--- config.mk ---
export PLATFORM = sky130hd
export DESIGN_NAME = cmlk_stream_joiner_flat
export DESIGN_NICKNAME = d
export VERILOG_FILES = /design/src/rtl/cmlk_stream_joiner_if.sv /design/src/rtl/cmlk_stream_joiner.sv /design/src/flat_wrapper.sv
export SDC_FILE = /design/constraint.sdc
export NUM_CORES = 1
export LEC_CHECK = 0
export ABC_AREA = 1
export CORE_UTILIZATION = 58
export CTS_BUF_LIST = sky130_fd_sc_hd__clkbuf_8
export DETAILED_ROUTE_END_ITERATION = 10
export PLACE_DENSITY = 0.89
export SLEW_MARGIN = 20
export SYNTH_ARGS = -nofsm -noshare
export SYNTH_HDL_FRONTEND = slang
export SYNTH_SLANG_ARGS = --single-unit
--- constraint.sdc ---
create_clock -name clk -period 3.4 [get_ports clk]
set_clock_uncertainty 0.05 [all_clocks]
set_input_delay 0.51 -clock clk [delete_from_list [all_inputs] [get_ports clk]]
set_output_delay 0.51 -clock clk [all_outputs]
set_load 0.1 [all_outputs]
--- src/rtl/cmlk_stream_joiner_if.sv ---
// Lock-step AXI-Stream bundle for the stream joiner: NCH byte lanes sharing one handshake.
// Ready is replicated per channel so each upstream source sees its own bit.
interface cmlk_stream_joiner_if #(
  parameter int unsigned NCH = 2,
  parameter int unsigned DW  = 8
);
  logic [NCH*DW-1:0] tdata;
  logic [NCH-1:0]    tvalid;
  logic [NCH-1:0]    tlast;
  logic [NCH-1:0]    tready;

  modport master (
    output tdata,
    output tvalid,
    output tlast,
    input  tready
  );

  modport slave (
    input  tdata,
    input  tvalid,
    input  tlast,
    output tready
  );
endinterface

--- src/rtl/cmlk_stream_joiner.sv ---
// Joins NCH AXIS lanes into one beat for the calc core, optionally packing frames into the DDR
// cache FIFO (CACHE/FLUSH) or unpacking them back out of it (REPLAY).
module cmlk_stream_joiner #(
  parameter int unsigned NCH    = 2,
  parameter int unsigned DW     = 8,
  parameter int unsigned FIFO_W = 32
) (
  input  logic                  clk,
  input  logic                  rst_n,
  input  logic [1:0]            mode,
  input  logic [15:0]           replay_len,
  cmlk_stream_joiner_if.slave   s_axis,
  output logic [FIFO_W-1:0]     fifo_wrdata,
  output logic                  fifo_wren,
  input  logic                  fifo_full,
  input  logic [FIFO_W-1:0]     fifo_rddata,
  output logic                  fifo_rden,
  input  logic                  fifo_empty,
  output logic [NCH*DW-1:0]     j_data,
  output logic                  j_last,
  output logic                  j_vld,
  output logic                  busy,
  output logic [15:0]           frame_cnt,
  output logic                  err_tlast
);

  localparam int unsigned BW    = NCH * DW;
  localparam int unsigned PACK  = FIFO_W / BW;
  localparam int unsigned SlotW = (PACK > 1) ? $clog2(PACK) : 1;
  localparam int unsigned CntW  = SlotW + 1;

  typedef enum logic [2:0] {
    StIdle,
    StPass,
    StCache,
    StFlush,
    StReplay
  } state_e;

  state_e state_q;

  // Output registers
  logic [BW-1:0]     j_data_q;
  logic              j_vld_q;
  logic              j_last_q;
  logic [15:0]       frame_cnt_q;
  logic              err_q;

  // Pack side
  logic [SlotW-1:0]  slot_q;
  logic [FIFO_W-1:0] pack_q;
  logic [FIFO_W-1:0] word_q;
  logic              pend_q;
  logic [FIFO_W-1:0] pack_word;
  logic              word_done;

  // Unpack side
  logic [FIFO_W-1:0] unp_q;
  logic [FIFO_W-1:0] unp_d;
  logic [CntW-1:0]   cnt_q;
  logic [CntW-1:0]   cnt_d;
  logic              rd_pend_q;
  logic [15:0]       words_q;
  logic [15:0]       len_q;
  logic              emit;
  logic              emit_last;
  logic [BW-1:0]     emit_data;

  logic              all_vld;
  logic              space;
  logic              fire;
  logic              beat_last;
  logic              tl_bad;

  assign all_vld   = &s_axis.tvalid;
  assign beat_last = s_axis.tlast[0];
  assign tl_bad    = ~((&s_axis.tlast) | ~(|s_axis.tlast));

  // Backpressure only comes from a pending cache word that the FIFO cannot take.
  always_comb begin
    space = 1'b0;
    if (state_q == StPass) begin
      space = 1'b1;
    end else if (state_q == StCache) begin
      space = ~(pend_q & fifo_full);
    end
  end

  assign fire          = all_vld & space;
  assign s_axis.tready = {NCH{fire}};

  always_comb begin
    pack_word                   = pack_q;
    pack_word[slot_q*BW +: BW]  = s_axis.tdata;
  end

  assign word_done = fire & (state_q == StCache) & ((slot_q == SlotW'(PACK - 1)) | beat_last);
  assign fifo_wren   = pend_q & ~fifo_full;
  assign fifo_wrdata = word_q;

  // A word read last cycle is emitted straight from fifo_rddata so words stream back to back.
  always_comb begin
    emit      = 1'b0;
    emit_data = '0;
    unp_d     = unp_q;
    cnt_d     = cnt_q;
    if (rd_pend_q) begin
      emit      = 1'b1;
      emit_data = fifo_rddata[BW-1:0];
      unp_d     = fifo_rddata >> BW;
      cnt_d     = CntW'(PACK - 1);
    end else if (cnt_q != '0) begin
      emit      = 1'b1;
      emit_data = unp_q[BW-1:0];
      unp_d     = unp_q >> BW;
      cnt_d     = cnt_q - 1'b1;
    end
  end

  assign emit_last = emit & (cnt_d == '0) & (words_q == len_q);
  assign fifo_rden = (state_q == StReplay) & ~fifo_empty & (cnt_d == '0) & (words_q < len_q);

  always_ff @(posedge clk) begin
    if (!rst_n) begin
      state_q     <= StIdle;
      j_data_q    <= '0;
      j_vld_q     <= 1'b0;
      j_last_q    <= 1'b0;
      frame_cnt_q <= '0;
      err_q       <= 1'b0;
      slot_q      <= '0;
      pack_q      <= '0;
      word_q      <= '0;
      pend_q      <= 1'b0;
      unp_q       <= '0;
      cnt_q       <= '0;
      rd_pend_q   <= 1'b0;
      words_q     <= '0;
      len_q       <= '0;
    end else begin
      j_vld_q  <= 1'b0;
      j_last_q <= 1'b0;

      if (fire) begin
        j_data_q <= s_axis.tdata;
        j_vld_q  <= 1'b1;
        j_last_q <= beat_last;
        if (tl_bad) begin
          err_q <= 1'b1;
        end
      end

      if (emit) begin
        j_data_q <= emit_data;
        j_vld_q  <= 1'b1;
        j_last_q <= emit_last;
      end

      // A word completing in the same cycle the old one drains keeps pend_q set.
      if (fifo_wren) begin
        pend_q <= 1'b0;
      end
      if (fire && state_q == StCache) begin
        if (word_done) begin
          word_q <= pack_word;
          pend_q <= 1'b1;
          pack_q <= '0;
          slot_q <= '0;
        end else begin
          pack_q <= pack_word;
          slot_q <= slot_q + 1'b1;
        end
      end

      unp_q     <= unp_d;
      cnt_q     <= cnt_d;
      rd_pend_q <= fifo_rden;
      if (fifo_rden) begin
        words_q <= words_q + 16'd1;
      end

      unique case (state_q)
        StIdle: begin
          words_q <= '0;
          len_q   <= replay_len;
          unique case (mode)
            2'd0: state_q <= StPass;
            2'd1: state_q <= StCache;
            2'd2: if (replay_len != 16'd0) state_q <= StReplay;
            default: state_q <= StIdle;
          endcase
        end
        StPass: begin
          if (fire && beat_last) begin
            frame_cnt_q <= frame_cnt_q + 16'd1;
            state_q     <= StIdle;
          end
        end
        StCache: begin
          if (fire && beat_last) begin
            state_q <= StFlush;
          end
        end
        StFlush: begin
          if (fifo_wren) begin
            frame_cnt_q <= frame_cnt_q + 16'd1;
            state_q     <= StIdle;
          end
        end
        StReplay: begin
          if (emit_last) begin
            frame_cnt_q <= frame_cnt_q + 16'd1;
            state_q     <= StIdle;
          end
        end
        default: state_q <= StIdle;
      endcase
    end
  end

  assign j_data    = j_data_q;
  assign j_vld     = j_vld_q;
  assign j_last    = j_last_q;
  assign busy      = (state_q != StIdle);
  assign frame_cnt = frame_cnt_q;
  assign err_tlast = err_q;

endmodule

--- src/flat_wrapper.sv ---
// flat-port wrapper written by rule: the top's interface ports become plain ports
module cmlk_stream_joiner_flat 
#(
  parameter int unsigned NCH    = 2,
  parameter int unsigned DW     = 8,
  parameter int unsigned FIFO_W = 32
)
  (clk, rst_n, mode, replay_len, fifo_wrdata, fifo_wren, fifo_full, fifo_rddata, fifo_rden, fifo_empty, j_data, j_last, j_vld, busy, frame_cnt, err_tlast, s_axis_tdata, s_axis_tvalid, s_axis_tlast, s_axis_tready);
  cmlk_stream_joiner_if #(.NCH(NCH), .DW(DW)) s_axis_i ();
  input  logic clk;
  input  logic rst_n;
  input  logic [1:0] mode;
  input  logic [15:0] replay_len;
  output logic [FIFO_W-1:0] fifo_wrdata;
  output logic fifo_wren;
  input  logic fifo_full;
  input  logic [FIFO_W-1:0] fifo_rddata;
  output logic fifo_rden;
  input  logic fifo_empty;
  output logic [NCH*DW-1:0] j_data;
  output logic j_last;
  output logic j_vld;
  output logic busy;
  output logic [15:0] frame_cnt;
  output logic err_tlast;
  input wire logic [$bits(s_axis_i.tdata)-1:0] s_axis_tdata;
  input wire logic [$bits(s_axis_i.tvalid)-1:0] s_axis_tvalid;
  input wire logic [$bits(s_axis_i.tlast)-1:0] s_axis_tlast;
  output wire logic [$bits(s_axis_i.tready)-1:0] s_axis_tready;
  assign s_axis_i.tdata = s_axis_tdata;
  assign s_axis_i.tvalid = s_axis_tvalid;
  assign s_axis_i.tlast = s_axis_tlast;
  assign s_axis_tready = s_axis_i.tready;
  cmlk_stream_joiner #(.NCH(NCH), .DW(DW), .FIFO_W(FIFO_W)) u_core (.clk(clk), .rst_n(rst_n), .mode(mode), .replay_len(replay_len), .s_axis(s_axis_i), .fifo_wrdata(fifo_wrdata), .fifo_wren(fifo_wren), .fifo_full(fifo_full), .fifo_rddata(fifo_rddata), .fifo_rden(fifo_rden), .fifo_empty(fifo_empty), .j_data(j_data), .j_last(j_last), .j_vld(j_vld), .busy(busy), .frame_cnt(frame_cnt), .err_tlast(err_tlast));
endmodule
==> flow_summary_export.csv, run 1 <==
group,metric,value,unit
yosys,synth_ff_type,"dfxtp_1",
placed_design,numPortBuffers,145,
sta,rsz0062_at_grt,"no",
critical_path,cpLargestDelayFamily,"simple AND/OR/NAND/NOR gates",
power,pwr-share-comb,0.339,
critical_path,path_common_cell,"nand2_1",
floorplan,die_w,114.8,µm
sta,worst_pin_slew,1.042,ns
power,powerDensity,570.0,nW/µm²
sta,final.setup.tns,0,ns
power,p_sw_frac,0.3924,
floorplan,core-area,12210,µm²
critical_path,critPathArrivalTime,2.33,ns
worst_hold_path,hold_path_class,"reg -> reg",
critical_path,path_class,"reg -> out",
yosys,synthCells,1013,
floorplan,rows,40,
sta,period_share,0.8513,
route,drt_iter0_markers,554,
yosys,async_reset_ff_frac,0,
clock_tree,postCtsSetupRepairBufs,0,
route,drc_errors,0,
clock_tree,clock-root-buffer,"clkbuf_8",
clock_tree,clk_pin_slew,0.08,ns
critical_path,crit_buf_inv,2,
grt,grt_pass1_vias,6739,
grt,grt_max_degree,54,
floorplan,die-area,13180,µm²
sta,maxClockFrequency,345.5,MHz
layout,fin_area,9249,µm²
clock_tree,cts-buffers-inserted,17,
layout,postLayoutCoreUtil,0.7574,
power,p_switching,2.069,mW
layout,n_fill_cell,950,
critical_path,crit_chain,"ha_1 > nand2_1 > nand2_1 > nand2_1 > nand3b_1 > nor2_1 > nand2_1 > inv_1 > buf_12",
clock_tree,clk_latency,0.47,ns
power,peakVddDrop,0.4132,mV
grt,grt_pass1_wl,31.88,mm
sta,finalMaxSlewViolations,0,
yosys,synth_area,7383,µm²
yosys,synth-seq-cells,155,
clock_tree,cts_tree,"done",
route,wl,19.90,mm
clock_tree,cts_max_path_buffers,2,
critical_path,slowest_stage,"dfxtp_1",
layout,layout.nets,1226,
job,drv_cap,0,
yosys,synth_nets,1105,
layout,drive_above_1_share,0.06987,
clock_tree,ctsResizeCount,0,
sta,period_minus_slack,2.894,ns
critical_path,max_stage_delay,0.45,ns
critical_path,cp_data_required_time,2.84,ns
floorplan,start_util,0.6046,
route,viasPerCell,5.478,
grt,grt_remaining_overflow,0,
placed_design,dp_hpwl,13.87,mm
critical_path,startpoint_type,"flip-flop",
layout,area_growth,25.27,%
status,status,"complete, no violations",
clock_tree,cts_hold_buffers,0,
sta,setup_viol,0,
route,dr.pass1.iters,5,
yosys,synth-edff-count,0,
critical_path,cp_max_fo,6,
power,p_leak,3.462,nW
yosys,yosysUniqueCellTypes,38,
sta,finalHoldViolCount,0,
route,vias,7193,
grt,track_usage,0.3109,
yosys,synth_top_cell_by_area,"dfxtp_1",
critical_path,crit_path_end_kind,"output pin",
yosys,synth.yosys.seq_area_share,0.4203,
clock_tree,cts_sinks,155,
floorplan,die_h,114.8,µm
clock_tree,cts_max_level,4,
layout,antenna_cells,0,
grt,antenna_found_initial,0,
route,drtAntennaViolNets,0,
yosys,yosysTopAreaCellShare,0.4203,
power,clkPwrFrac,0.270,
route,wl_per_cell,15.16,µm
placed_design,placed_cell_area,8851,µm²
floorplan,pin_count,146,
placed_design,place_congestion,0.8742,
yosys,ys_warn_count,0,
sta,fin_hold_ws,0.3881,ns
yosys,synth_area_leaders,"dfxtp_1 (42%), nand2_1 (14%), a21oi_1 (6.6%)",
power,internal-power,3.203,mW
sta,maxSlewHeadroom,0.3031,
power,p_seq_frac,0.391,
yosys,avgSynthCellArea,7.289,µm²
[layout make-up]
type                    instances  area (µm²)  area share
clock buffers                  18       247.7     0.02679
clock inverters                12       150.1     0.01623
inverters                      89       337.8     0.03653
multi-input cells             715        3671      0.3969
flip-flops and latches        155        3103      0.3355
well taps                     168       210.2     0.02273
repair buffers                156        1529      0.1653
[registers in the layout, indices dropped and copies added (netlist names), 3 cells and up]
name	count
u_core.fifo_wrdata	32
u_core.pack_q	32
u_core.frame_cnt	16
u_core.j_data	16
u_core.len_q	16
u_core.unp_q	16
u_core.words_q	16
u_core.state_q	3
[synth_stat cells (3+ instances only)]
master      n
o21ai_2     9
nand2_4     3
buf_2      13
dfxtp_1   155
nor2_1     81
nand3b_1   18
a21oi_1    98
inv_2       4
nand2_1   277
clkbuf_1   31
buf_6       6
o21ai_0    63
a21oi_2     6
nand2_2     5
nor3_1      6
nand3_1    56
a41oi_1    15
xor2_1     13
nand4_1    15
xnor2_1     6
inv_1      83
mux2i_1    13
ha_1       18
[path summary, 6_finish.rpt]
check | from | end | slack, ns | depth (start not counted)
setup / recovery | u_core.words_q[13] | fifo_rden | 0.51 | 9
hold / removal | u_core.pack_q[18] | u_core.pack_q[18] | 0.39 | 2
setup reg to reg | u_core.state_q[0] | u_core.fifo_wrdata[4] | 1.08 | 9
hold reg to reg | u_core.pack_q[18] | u_core.pack_q[18] | 0.39 | 2
[tightest hold or removal path: cells and delay by family (launching register included)]
kind / cells / cell delay [ns]
flip-flops: 1 / 0.30
buffers and inverters: 1 / 0.05
AND/OR/NAND/NOR: 1 / 0.04
[power by group through the flow]
stage / sequential [mW] / clock (mW) / combinational (mW)
2_1_floorplan: 2.49 / 0 / 0.957
3_3_place_gp: 2.09 / 0 / 1.74
3_5_place_dp: 2.10 / 0 / 1.78
4_1_cts: 2.06 / 1.43 / 1.78
5_1_grt: 2.08 / 1.52 / 1.94
6_report: 2.06 / 1.42 / 1.79
[per-layer routing]
metal / wire length (µm) / global-route usage / part of all wire / vias up
li1: - / - / - / 3545
met1: 8113 / 0.3766 / 0.41 / 3296
met2: 9484 / 0.5152 / 0.48 / 299
met3: 1673 / 0.08803 / 0.084 / 53
met4: 630 / 0.1403 / 0.032 / 0
met5: 0 / 0 / 0 / -
[placed cells by master, fill, tap and decap left out, drive strengths merged, types with 6 or more instances in the layout]
| cell type | count |
|---|---|
| clkdlybuf4s50 | 139 |
| xor2 | 13 |
| clkbuf | 18 |
| nand3 | 56 |
| dfxtp | 155 |
| buf | 17 |
| nor2 | 85 |
| o21ai | 75 |
| ha | 18 |
| nand4 | 15 |
| xnor2 | 6 |
| nor3 | 6 |
| mux2i | 13 |
| nand3b | 19 |
| inv | 92 |
| a41oi | 15 |
| nand2 | 285 |
| a21oi | 104 |
[cell families after synthesis]
kind of cell	synth area share
simple gates	0.2742
compound gates	0.1523
flops	0.4203
buf+inv	0.08253
xor+xnor	0.02254
fa+ha+maj	0.03050
mux	0.01762
[per-stage QoR]
| step | setup slack [ns] | instances | total power [mW] |
|---|---|---|---|
| 3_3_place_gp | 0.5690 | 1283 | 3.832 |
| 5_1_grt | 0.3035 | 1313 | 5.529 |
| 3_5_place_dp | 0.5220 | 1283 | 3.873 |
| 4_1_cts | 0.5037 | 1313 | 5.276 |
| 2_1_floorplan | 0.5495 | 1013 | 3.443 |
| 6_report | 0.5057 | 1313 | 5.272 |
Power figures use the tool's default switching activity.
==> run 2, diff against run 1 <==
Settings changed: CORE_UTILIZATION 58 to 54, PLACE_DENSITY 0.89 to 0.84.
Clock period 3.4 ns to 3.25 ns, I/O delays scaled along.
==> flow_summary_export.csv, run 2 (same netlist as run 1, synthesis figures left out) <==
group,metric,value,unit
critical_path,worstReg2RegEnd,"u_core.frame_cnt[6]",
sta,finalMaxSlewViolations,0,
critical_path,reg2reg_from,"u_core.words_q[0]",
grt,grt_pass1_vias,6553,
route,drt_iter0_markers,618,
route,drtAntennaViolNets,0,
grt,use_met1,0.3486,
grt,grt_remaining_overflow,0,
layout,fin_area,9135,µm²
placed_design,place_congestion,0.8703,
layout,layout.nets,1226,
sta,finalHoldViolCount,0,
clock_tree,cts_sinks,155,
clock_tree,clock-root-buffer,"clkbuf_8",
clock_tree,postCtsSetupRepairBufs,0,
critical_path,startpoint_type,"flip-flop",
critical_path,regToRegSetupSlack,0.97,ns
critical_path,cp-endpoint,"fifo_rden",
layout,final_common_cell,"nand2_1",
power,p_leak,3.498,nW
grt,grt-busiest-layer,"met2",
power,powerDensity,586.8,nW/µm²
critical_path,crit_path_end_kind,"output pin",
sta,setup_viol,0,
floorplan,pin_count,146,
layout,n_fill_cell,1103,
clock_tree,cts-buffers-inserted,17,
power,peakVddDrop,0.4335,mV
grt,antenna_found_initial,0,
grt,grt_max_degree,72,
sta,rsz0062_at_grt,"no",
route,wl_per_cell,14.71,µm
floorplan,die-area,14140,µm²
critical_path,path_class,"reg -> out",
layout,drive_above_1_share,0.1012,
grt,grt_pass1_wl,31.45,mm
floorplan,core-area,13300,µm²
floorplan,start_util,0.5553,
clock_tree,cts_max_path_buffers,2,
route,dr.pass1.iters,5,
sta,final.setup.tns,0,ns
critical_path,critPathArrivalTime,2.34,ns
clock_tree,clk_latency,0.46,ns
placed_design,numPortBuffers,145,
sta,maxClockFrequency,347.5,MHz
clock_tree,cts_max_level,4,
grt,grt.met3_usage,0.05987,
sta,period_share,0.8855,
grt,use_met2,0.4550,
critical_path,cp-startpoint,"u_core.words_q[13]",
clock_tree,cts_tree,"done",
critical_path,cp_data_required_time,2.71,ns
route,viasPerCell,5.337,
grt,track_usage,0.2783,
route,drc_errors,0,
layout,final_cell_mix,"nand2_1 (277), dfxtp_1 (155), clkdlybuf4s50_1 (105)",
floorplan,rows,42,
layout,antenna_cells,0,
sta,maxSlewHeadroom,0.3300,
route,wl,19.45,mm
clock_tree,ctsResizeCount,0,
placed_design,placed_cell_area,8776,µm²
status,status,"complete, no violations",
job,drv_cap,0,
layout,seqCellArea,3103,µm²
critical_path,r2r_cells,11,
sta,period_minus_slack,2.878,ns
sta,worst_pin_slew,1.002,ns
floorplan,die_w,118.9,µm
critical_path,cp_max_fo,6,
route,vias,7055,
layout,multiInputGateArea,3671,µm²
clock_tree,cts_hold_buffers,0,
floorplan,die_h,118.9,µm
placed_design,dp_hpwl,13.85,mm
clock_tree,clk_pin_slew,0.09,ns
worst_hold_path,hold_path_class,"reg -> reg",
layout,area_growth,23.72,%
-- run 2: layout make-up --
type                    count  area share
clock buffers              18     0.02712
clock inverters            13     0.01219
inverters                  89     0.03698
multi-input cells         715      0.4019
flip-flops and latches    155      0.3397
well taps                 176     0.02411
repair buffers            156      0.1581
-- run 2: layer usage --
| layer | vias up | part of all wire |
|---|---|---|
| met5 | - | 0 |
| met4 | 0 | 0.034 |
| met1 | 3216 | 0.44 |
| li1 | 3546 | - |
| met2 | 246 | 0.46 |
| met3 | 47 | 0.067 |
-- run 2: worst min-delay path by stage --
stage                                  from                end  cells after the start
after floorplan           u_core.pack_q[31]  u_core.pack_q[31]                      2
after global placement    u_core.pack_q[31]  u_core.pack_q[31]                      2
after detailed placement  u_core.pack_q[31]  u_core.pack_q[31]                      2
after CTS                 u_core.pack_q[31]  u_core.pack_q[31]                      2
after global routing      u_core.pack_q[22]  u_core.pack_q[22]                      2
final                     u_core.pack_q[23]  u_core.pack_q[23]                      2
-- run 2: metrics by stage --
step,std cells,power (mW),setup WS (ns),hold WS (ns),utilization
3_5_place_dp,1291,4.042,0.6396,0.3750,0.6601
2_1_floorplan,1013,3.602,0.4220,0.3547,-
3_3_place_gp,1291,4.016,0.6692,0.3647,0.6601
5_1_grt,1322,5.623,0.2025,0.4051,0.6871
4_1_cts,1322,5.369,0.3684,0.3845,0.6871
6_report,1322,5.360,0.3721,0.3905,0.6871
-- run 2: worst max-delay path, cell delays in order (launching register included) --
cell and delay (ns):
dfxtp_1 0.47, ha_1 0.30, nand2_1 0.07, nor2_1 0.05, a21boi_0 0.14, nor2_1 0.31
nand2_1 0.19, inv_1 0.17, buf_12 0.19
-- run 2: power breakdown --
group	switching, mW	leakage [nW]	internal [mW]
sequential	0.0863	1.25	2.07
clock	0.784	0.175	0.564
combinational	1.35	2.07	0.508
==> run 3, diff against run 2 <==
Settings changed: CELL_PAD_IN_SITES_DETAIL_PLACEMENT set to 0, CELL_PAD_IN_SITES_GLOBAL_PLACEMENT set to 1, CORE_UTILIZATION 54 to 38, PLACE_DENSITY 0.84 to 0.83.
Clock period 3.25 ns to 3.09 ns, I/O delays scaled along.
==> flow_summary_export.csv, run 3 (same netlist as run 1, synthesis figures left out) <==
group,metric,value,unit
status,status,"complete, no violations",
floorplan,core-area,18890,µm²
clock_tree,clk_pin_slew,0.09,ns
critical_path,crit_chain,"ha_1 > nand2_1 > inv_1 > nand2_1 > a21boi_0 > nor2_1 > nand2_1 > inv_1 > buf_12",
clock_tree,cts_tree,"done",
floorplan,die-area,19990,µm²
sta,final.setup.tns,0,ns
route,dr.pass1.iters,5,
job,drv_cap,0,
placed_design,preCtsSetupSlack,0.6633,ns
route,drc_errors,0,
sta,worst_pin_slew,0.5252,ns
sta,period_share,0.8896,
grt,grt_max_degree,42,
floorplan,pin_count,146,
critical_path,crit_path_end_kind,"output pin",
critical_path,critPathArrivalTime,2.24,ns
critical_path,path_class,"reg -> out",
sta,rsz0062_at_grt,"no",
sta,maxSlewHeadroom,0.6495,
layout,drive_above_1_share,0.1377,
sta,maxClockFrequency,363.8,MHz
clock_tree,cts_max_path_buffers,2,
layout,layoutNonFillerInstCount,1415,
critical_path,cp_max_fo,5,
clock_tree,clock-root-buffer,"clkbuf_8",
placed_design,dp_hpwl,14.91,mm
worst_hold_path,hp-start,"u_core.pack_q[31]",
route,vias,6945,
floorplan,die_h,141.4,µm
floorplan,start_util,0.3908,
grt,grt_remaining_overflow,0,
critical_path,cp-startpoint,"u_core.words_q[11]",
critical_path,cp_data_required_time,2.58,ns
layout,layout.nets,1234,
critical_path,reg2reg_from,"u_core.words_q[13]",
route,wl,20.77,mm
critical_path,path_common_cell,"nand2_1",
critical_path,regToRegSetupSlack,0.91,ns
sta,setup_viol,0,
layout,final_common_cell,"nand2_1",
sta,finalWorstSetupSlack,0.3410,ns
grt,antenna_found_initial,0,
sta,finalHoldViolCount,0,
clock_tree,cts-buffers-inserted,17,
critical_path,startpoint_type,"flip-flop",
placed_design,numPortBuffers,145,
clock_tree,clk_latency,0.47,ns
clock_tree,cts_max_level,4,
placed_design,dp.cells,1383,
clock_tree,postCtsSetupRepairBufs,0,
route,viasPerCell,4.908,
layout,antenna_cells,0,
power,total_power,5.891,mW
power,peakVddDrop,0.4429,mV
clock_tree,ctsResizeCount,0,
placed_design,place_congestion,0.8194,
layout,final_cell_mix,"nand2_1 (277), dfxtp_1 (155), a21oi_1 (98)",
route,drtAntennaViolNets,0,
clock_tree,cts_hold_buffers,0,
critical_path,slowest_stage,"dfxtp_1",
power,p_leak,3.650,nW
grt,track_usage,0.2129,
route,drt_iter0_markers,421,
critical_path,max_stage_delay,0.44,ns
floorplan,die_w,141.4,µm
layout,area_growth,26.10,%
grt,grt_pass1_wl,33.29,mm
sta,period_minus_slack,2.749,ns
floorplan,rows,50,
clock_tree,cts_sinks,155,
sta,finalMaxSlewViolations,0,
route,wl_per_cell,14.68,µm
worst_hold_path,hold_path_class,"reg -> reg",
grt,grt_pass1_vias,6383,
power,powerDensity,632.7,nW/µm²
==> run 3: cell count changes in the layout (fill, tap and decap cells not counted), moves of 2 or more <==
cell,delta
buf_12,+2
bufinv_16,+2
clkinvlp_4,-3
buf_4,+39
clkbuf_8,+2
clkdlybuf4s50_1,-33
==> run 3: worst paths after layout <==
check / end / cells past startpoint
min reg2reg: u_core.pack_q[31] / 2
max reg2reg: u_core.frame_cnt[6] / 10
min: u_core.pack_q[31] / 2
max: fifo_rden / 9
==> run 3: critical path, delay by kind of cell, from the launching register on <==
family / cells / cell delay [ns]
and+or+nand+nor: 4 / 0.53
buffers and inverters: 3 / 0.39
DFF: 1 / 0.44
adders and majority gates: 1 / 0.29
AOI/OAI and AO/OA: 1 / 0.11
==> run 3: power breakdown <==
part / internal (mW) / switching, mW / leakage, nW
Sequential: 2.17 / 0.0900 / 1.25
Clock: 0.807 / 0.839 / 0.215
Combinational: 0.541 / 1.44 / 2.18
==> run 3: final cells by class <==
cell class | instances | area [µm²]
Tap cell | 260 | 325.3
Sequential cell | 155 | 3103
Timing Repair Buffer | 164 | 1446
Fill cell | 1956 | 9583
Clock buffer | 20 | 275.3
Multi-Input combinational cell | 715 | 3671
Clock inverter | 12 | 151.4
Inverter | 89 | 337.8
==> run 3: stage by stage <==
| step | utilization | instance area (µm²) | hold slack (ns) |
|---|---|---|---|
| floorplan | - | 7383 | 0.3547 |
| global placement | 0.4702 | 8884 | 0.3633 |
| detailed placement | 0.4702 | 8884 | 0.3666 |
| CTS | 0.4928 | 9310 | 0.3797 |
| global route | 0.4928 | 9310 | 0.4016 |
| finish | 0.4928 | 9310 | 0.3783 |
==> run 3: layer usage <==
layer / up-vias / wire length (µm) / track usage
met3: 20 / 1202 / 0.05231
li1: 3561 / - / -
met1: 3203 / 9576 / 0.2826
met2: 161 / 9775 / 0.3421
met5: - / 0 / 0
met4: 0 / 217 / 0.06282
